### config.mk
export PLATFORM = sky130hd
export DESIGN_NAME = muldiv_unit
export DESIGN_NICKNAME = d
export VERILOG_FILES = /design/src/rtl/muldiv_unit.sv
export SDC_FILE = /design/constraint.sdc
export NUM_CORES = 2
export LEC_CHECK = 0
export ABC_AREA = 1
export BUFFER_PORTS_ARGS = -buffer_cell sky130_fd_sc_hd__buf_2
export CORE_MARGIN = 5
export CORE_UTILIZATION = 65
export DETAILED_ROUTE_END_ITERATION = 8
export GPL_ROUTABILITY_DRIVEN = 0
export HOLD_SLACK_MARGIN = 0.06
export PLACE_DENSITY = 0.82
export SLEW_MARGIN = 20
export SYNTH_ARGS = -nofsm -noshare
export SYNTH_HDL_FRONTEND = slang
export SYNTH_SLANG_ARGS = --single-unit
### constraint.sdc
create_clock -name clk_i -period 10 [get_ports clk_i]
set_clock_uncertainty 0.2 [all_clocks]
set_input_delay 1 -clock clk_i [delete_from_list [all_inputs] [get_ports clk_i]]
set_output_delay 1 -clock clk_i [all_outputs]
set_load 0.02 [all_outputs]
### src/rtl/muldiv_unit.sv
// RV32M/RV64M multiply/divide unit: multi-cycle multiply, radix-2 restoring divide,
// valid/ready request handshake with destination tag and a flush (kill) input.
module muldiv_unit #(
    parameter int XLEN    = 32,
    parameter int MUL_LAT = 2
) (
    input  logic            clk_i,
    input  logic            rst_i,
    input  logic            req_valid_i,
    output logic            req_ready_o,
    input  logic [2:0]      op_i,
    input  logic [XLEN-1:0] rs1_i,
    input  logic [XLEN-1:0] rs2_i,
    input  logic [4:0]      rd_addr_i,
    input  logic            kill_i,
    output logic            res_valid_o,
    output logic [XLEN-1:0] res_o,
    output logic [4:0]      res_rd_addr_o
);
    localparam int CNT_MAX = (XLEN > MUL_LAT) ? XLEN : MUL_LAT;
    localparam int CNT_W   = $clog2(CNT_MAX + 1);

    typedef enum logic [1:0] {IDLE, MUL, DIV, FIX} state_t;

    state_t            state, state_n;
    logic [CNT_W-1:0]  cnt, cnt_n;
    logic [2:0]        op_q;
    logic [XLEN-1:0]   a_q, b_q, rem_q;
    logic              neg_q, neg_r;
    logic [4:0]        rd_q;
    logic              accept, emit, div_fast, div_signed;
    logic [XLEN-1:0]   emit_val, fast_val;
    logic [4:0]        emit_rd;

    // Full 2*XLEN product from sign-extended operands; high or low half selected by op.
    function automatic logic [XLEN-1:0] mul_result(input logic [2:0] op,
                                                   input logic [XLEN-1:0] a,
                                                   input logic [XLEN-1:0] b);
        logic signed [2*XLEN-1:0] sa, sb, p;
        sa = {{XLEN{((op == 3'd1) || (op == 3'd2)) & a[XLEN-1]}}, a};
        sb = {{XLEN{(op == 3'd1) & b[XLEN-1]}}, b};
        p  = sa * sb;
        return (op == 3'd0) ? p[XLEN-1:0] : p[2*XLEN-1:XLEN];
    endfunction

    function automatic logic [XLEN-1:0] magnitude(input logic [XLEN-1:0] x, input logic sgn);
        return (sgn && x[XLEN-1]) ? -x : x;
    endfunction

    // One restoring step; returns {remainder, quotient}. rem < divisor keeps diff in XLEN+1 bits.
    function automatic logic [2*XLEN-1:0] div_step(input logic [XLEN-1:0] rem,
                                                   input logic [XLEN-1:0] quo,
                                                   input logic [XLEN-1:0] dvs);
        logic [XLEN:0] sh, diff;
        sh   = {rem, quo[XLEN-1]};
        diff = sh - {1'b0, dvs};
        if (!diff[XLEN])
            return {diff[XLEN-1:0], quo[XLEN-2:0], 1'b1};
        return {sh[XLEN-1:0], quo[XLEN-2:0], 1'b0};
    endfunction

    function automatic logic [XLEN-1:0] fix_result(input logic is_rem, input logic nq, input logic nr,
                                                   input logic [XLEN-1:0] quo,
                                                   input logic [XLEN-1:0] rem);
        if (is_rem)
            return nr ? -rem : rem;
        return nq ? -quo : quo;
    endfunction

    assign req_ready_o = (state == IDLE) && !rst_i;
    assign accept      = req_valid_i && req_ready_o && !kill_i;
    assign div_signed  = !op_i[0];

    always_comb begin
        div_fast = 1'b0;
        fast_val = '0;
        if (rs2_i == '0) begin
            div_fast = 1'b1;
            fast_val = op_i[1] ? rs1_i : '1;
        end else if (div_signed && (rs1_i == {1'b1, {(XLEN-1){1'b0}}}) && (rs2_i == '1)) begin
            div_fast = 1'b1;
            fast_val = op_i[1] ? '0 : rs1_i;
        end
    end

    always_ff @(posedge clk_i) begin
        if (rst_i) begin
            state <= IDLE;
            cnt   <= '0;
        end else begin
            state <= state_n;
            cnt   <= cnt_n;
        end
    end

    always_comb begin
        state_n  = state;
        cnt_n    = cnt;
        emit     = 1'b0;
        emit_val = '0;
        emit_rd  = rd_q;
        case (state)
            IDLE: begin
                if (accept) begin
                    emit_rd = rd_addr_i;
                    if (!op_i[2]) begin
                        if (MUL_LAT == 1) begin
                            emit     = 1'b1;
                            emit_val = mul_result(op_i, rs1_i, rs2_i);
                        end else begin
                            state_n = MUL;
                            cnt_n   = CNT_W'(MUL_LAT - 1);
                        end
                    end else if (div_fast) begin
                        emit     = 1'b1;
                        emit_val = fast_val;
                    end else begin
                        state_n = DIV;
                        cnt_n   = CNT_W'(XLEN);
                    end
                end
            end
            MUL: begin
                if (kill_i) begin
                    state_n = IDLE;
                    cnt_n   = '0;
                end else if (cnt == CNT_W'(1)) begin
                    emit     = 1'b1;
                    emit_val = mul_result(op_q, a_q, b_q);
                    state_n  = IDLE;
                    cnt_n    = '0;
                end else begin
                    cnt_n = cnt - CNT_W'(1);
                end
            end
            DIV: begin
                if (kill_i) begin
                    state_n = IDLE;
                    cnt_n   = '0;
                end else begin
                    cnt_n = cnt - CNT_W'(1);
                    if (cnt == CNT_W'(1))
                        state_n = FIX;
                end
            end
            FIX: begin
                state_n = IDLE;
                if (!kill_i) begin
                    emit     = 1'b1;
                    emit_val = fix_result(op_q[1], neg_q, neg_r, a_q, rem_q);
                end
            end
            default: state_n = IDLE;
        endcase
    end

    always_ff @(posedge clk_i) begin
        if (rst_i) begin
            res_valid_o   <= 1'b0;
            res_o         <= '0;
            res_rd_addr_o <= '0;
        end else begin
            res_valid_o <= emit;
            if (emit) begin
                res_o         <= emit_val;
                res_rd_addr_o <= emit_rd;
            end
        end
    end

    // Operand/datapath registers carry no reset; they are only observed through emit.
    always_ff @(posedge clk_i) begin
        if (accept) begin
            op_q <= op_i;
            rd_q <= rd_addr_i;
            if (op_i[2]) begin
                a_q   <= magnitude(rs1_i, div_signed);
                b_q   <= magnitude(rs2_i, div_signed);
                rem_q <= '0;
                neg_q <= div_signed & (rs1_i[XLEN-1] ^ rs2_i[XLEN-1]);
                neg_r <= div_signed & rs1_i[XLEN-1];
            end else begin
                a_q <= rs1_i;
                b_q <= rs2_i;
            end
        end else if (state == DIV) begin
            {rem_q, a_q} <= div_step(rem_q, a_q, b_q);
        end
    end
endmodule

# == After elaboration in Yosys (flattened, before gate mapping) ==
# Index checks and enable logic that the tools add are counted.
# totals
elab_cells,116
register_bits,152
output_inout_bits,39
input_bits,76
# op_classes
n_eq_ne,13
add_sub_neg,6
n_mux,59
mul,1
bitwise_logic,5
n_reduce_logical,20
# ops
cell,n
32-bit 2-to-1 mux,24
64-bit 2-to-1 mux,2
32-bit negator,4
32-bit case mux with 3 select lines,1
"32-bit == test, second input constant",2
33-bit by 33-bit multiplier with 64-bit output,1
6-bit 2-to-1 mux,6
33-bit by 32-bit subtractor with 33-bit output,1
32-bit logical NOT,1
6-bit case mux with 3 select lines,1
1-bit 2-to-1 mux,14
2-bit 2-to-1 mux,7
5-bit 2-to-1 mux,2
"3-bit inequality test, second input constant",3
2-bit case mux with 4 select lines,1
1-bit logical AND,7
"6-bit by 1-bit == test with 1-bit output, second input constant",1
"6-bit by 1-bit subtractor with 6-bit output, second input constant",1
1-bit bitwise AND,4
"2-bit == test, second input constant",2
"2-bit inequality test, second input constant",2
2-bit AND reduction,2
4-bit AND reduction,1
"3-bit by 1-bit == test with 1-bit output, second input constant",1
other kinds (11),13

# == Depth between registers and ports, before layout ==
# logic_depth
ltp_word,9
mapped_depth,38
mapped_depth_nobuf,37

# == Worst setup path after synthesis ==
# OpenSTA, ideal clock, no wires.
# synth_path
kind,reg2reg
from,reg op_q[1]
to,reg res_o[20]
slack_ns,1.757
path_stages_with_launch,35
t_arrival_ns,7.973
synth_period_minus_slack_ns,8.243
path_buffers,2
t_required_ns,9.730
setup_ns,0.070
path_cell_list,edfxtp_1 > buf_2 > clkinv_1 > nand3_1 > nand2_1 > nand2_1 > clkbuf_1 > nor2_1 > fa_1 > inv_1 > fa_1 > inv_1 > fa_1 > inv_1 > fa_1 > inv_1 > fa_1 > fa_1 > fa_1 > inv_1 > fa_1 > inv_1 > ha_1 > nand2_1 > nor2_1 > inv_1 > nor2_1 > inv_1 > nor3_1 > nand3_1 > nand3_1 > nand2_1 > nand3_1 > nand2_1 > a21oi_1
# synth_via
elab_chain_len,8
word_cells_on_any_way,16
classes_between,mul: 1; eq/ne: 2; mux: 9; bitwise: 2; reduce/logical: 2
# synth_rtl
element,line,rtl
start: declaration,27,logic [2:0] op_q;
start signal: assignment,174,op_q <= op_i;
3-bit by 1-bit == test with 1-bit output / 3-bit by 2-bit == test with 1-bit output (equally long branches),"40, 41",
1-bit logical OR,40,"sa = {{XLEN{((op == 3'd1) || (op == 3'd2)) & a[XLEN-1]}}, a};"
1-bit bitwise AND,40,
33-bit by 33-bit multiplier with 64-bit output,42,p = sa * sb;
32-bit 2-to-1 mux,43,return (op == 3'd0) ? p[XLEN-1:0] : p[2*XLEN-1:XLEN];
32-bit 2-to-1 mux,127,end else if (cnt == CNT_W'(1)) begin
32-bit 2-to-1 mux,124,if (kill_i) begin
32-bit case mux with 3 select lines *,102,case (state)
end signal: assignment,165,res_o <= emit_val;
end: declaration,17,"output logic [XLEN-1:0] res_o,"
# Mark *: on every way between the ends. The rest lies on a longest branch, timed or not. The select of a mux whose other input is x is not followed.
# A chain may end at the register's enable or synchronous reset.

# == Worst setup path after layout ==
# layout_path
from,reg op_q[1]
to,reg res_o[27]
# The elaborated chain is that of the path after synthesis.

==> qor.csv <==
stage,metric,value,unit
final_layout,share of cells above drive strength 1,0.0452,
synth,synthesized-area fraction occupied by adder cells,0.489,
final_layout,"most common cell after layout, fill and taps aside",inv_1,
grt,first-pass GRT wire length,270,mm
timing,Achievable Freq,0.107,GHz
grt,vias in the first global route,49000,
worst_setup_path,WP data arrival,9510,ps
floorplanning,die area,86800,sq um
route,Routed WL,175,mm
worst_setup_path,worst-path maximum fanout,17,
synth,simple-gate area share of the yosys netlist,0.197,
worst_hold_path,Min-Delay Path Class,flop to flop,
timing,slew margin rel.,0.201,
worst_setup_path,cell mode on critical path,inv_1,
synth,Compound-Gate Fraction of Synth Area,0.0604,
clock_network,level count of the clock H-tree,4,
timing,Slew @ Worst Pin,1200,ps
synth,Synth Area per Inst,7.51,sq um
final_layout,FILL cells,6446,
synth,number of enable flip-flop cells after synthesis,101,
route,DRT antenna net count,0,
route,vias,47600,
grt,largest net degree at the start of global routing,89,
worst_setup_path,required time of the critical path,10190,ps
synth,Yosys reg bits,152,
clock_network,TritonCTS buffer count,17,
clock_network,setup bufs post-CTS,0,
route,vias per std cell,5.93,
worst_setup_path,Worst setup SP type,flop,
route,DR pass1 iterations,9,
synth,register area share after synthesis,0.0770,
worst_setup_path,CP peak stage delay,800,ps
grt,global router's overall resource usage,0.407,
final_layout,post-route cell area,55100,sq um
run_status,failing checks,design-rule violations,
placed_design,post-DP HPWL,143,mm
clock_network,root buf cell,clkbuf_16,
synth,syn_nets,8470,
synth,top post-synthesis cells by area,"fa_1, inv_1, nand2_1",
synth,Synth Flop Type,edfxtp_1,
worst_setup_path,CP Capture Type,flop,
worst_setup_path,Worst Path Buf+Inv,12,
timing,final clock period utilization by the worst path,0.932,
synth,Synth async-reset ratio,0,
clock_network,CTS tree,yes,
floorplanning,die width,295,um
synth,Ys Warns,0,
worst_setup_path,cell family with most CP delay,adder cells,
timing,RSZ-0062 raised after global routing,no,
synth,mux share of post-synthesis cell area,0,
route,DR WL met2,73.9,mm
floorplanning,core area,80400,sq um
worst_setup_path,Crit-path slowest cell,fa_1,
synth,number of distinct library cells after synthesis,55,
route,# DRC,23,
clock_network,Sink Count,152,
placed_design,IO buf count,114,
route,met3 WL,28.2,mm
placed_design,Placement Cell Area,54400,sq um
synth,cell taking the most area after synthesis,fa_1,
timing,Setup TNS,0,ps
synth,Syn Std Cell Area,52700,sq um
clock_network,post-cts sizing count,0,
grt,total gr overflow,0,
synth,largest family of logic cells by synthesized area,adder cells,
synth,post-synth top area share,0.428,
timing,post-layout min period,9320,ps
synth,Post-Synth XOR/XNOR Area,0.0178,
floorplanning,Die Y,295,um
route,DR WL/cell,21.7,um
grt,antenna violations before repair,18,
floorplanning,IO Pins,115,
clock_network,"Reg clk slew, reported paths",70,ps
synth,Gate Count Post-Synth,7010,
route,M1 wire length,58.6,mm
clock_network,Max clock buf depth,2,
run_status,status,finished with violations,
final_layout,area grow syn2layout,4.68,%
final_layout,fin nets,8410,
timing,final setup vio count,0,
clock_network,worst skew pair latency,470,ps
floorplanning,Initial Utilization,0.655,
final_layout,"commonest cells after routing, fill and taps aside","inv_1, nand2_1, fa_1",
flow_run,max-cap check violation count,0,
floorplanning,Core Rows,104,
timing,Final Hold Vio Count,0,
timing,hold slack final,263,ps
route,DRT iter0 DRCs,5892,
timing,"Slew Viols, Final",0,
route,top layer in use,met5,
clock_network,Post-CTS Hold Buffers,0,
worst_setup_path,critical path class,flop to flop,
==> path summary, 6_finish.rpt <==
kind,cells past startpoint,startpoint,slack [ps],endpoint
hold reg to reg,2,rd_q[1],260,rd_q[1]
setup / recovery,35,op_q[1],680,res_o[27]
hold / removal,2,rd_q[1],260,rd_q[1]
setup reg to reg,35,op_q[1],680,res_o[27]
==> area by class of cell <==
| cell class | instances | area [sq um] | area share |
|---|---|---|---|
| multi-input combinational | 4644 | 40300 | 0.730 |
| inverter | 1891 | 7100 | 0.129 |
| sequential | 152 | 4050 | 0.0735 |
| timing repair buffer | 244 | 1730 | 0.0313 |
| tap | 1060 | 1330 | 0.0241 |
| clock buffer | 22 | 505 | 0.00917 |
| clock inverter | 10 | 125 | 0.00227 |
| antenna | 13 | 32.5 | 0.000590 |
==> flip-flops by register name, summed over array words and instances (netlist names) <==
name,flops
a_q,32
b_q,32
rem_q,32
res_o,32
cnt,6
rd_q,5
res_rd_addr_o,5
op_q,3
state,2
neg_q,1
neg_r,1
res_valid_o,1
==> through the flow <==
step | instances | utilization | setup WS [ps]
after detailed placement | 7987 | 0.676 | 834
after CTS | 8019 | 0.684 | 801
after global placement | 7980 | 0.675 | 1150
after floorplan | 7010 | - | 1760
final | 8036 | 0.685 | 682
after global routing | 8026 | 0.685 | 221
==> cell families (layout without fill, tap and decap cells) <==
family	Yosys count	after routing
other cells	0	13
flops	152	152
buf+inv	2214	2167
compound gates	591	591
simple gates	2562	2562
xor+xnor	107	107
fa+ha+maj	1384	1384
==> cells in the mapped netlist (10+ instances only) <==
library cell,number
o211ai_1,12
nor3_1,47
fa_1,1126
buf_2,11
xnor2_1,28
a31oi_1,14
edfxtp_1,101
o21ai_0,266
o21bai_1,21
ha_1,258
nand4_1,58
inv_1,1884
xor2_1,79
nand2_1,1697
nand3b_1,10
or2_2,13
nor2_1,439
a21oi_1,232
nand3_1,264
a21o_1,10
buf_1,63
dfxtp_1,51
clkbuf_1,243
==> metal layers <==
layer,global-route usage,vias to the layer above
li1,-,20300
met1,0.506,22800
met2,0.600,3593
met3,0.164,939
met4,0.244,28
met5,0.00277,-
==> tightest hold or removal path, cell delays in order, from the launching register on <==
cell,delay (ps)
dfxtp_1,310
nand2_1,50
nand2_1,70
Power is left out: the tool's default activity adds up to more than one toggle a clock period on the data nets, which glitch-free logic cannot reach.
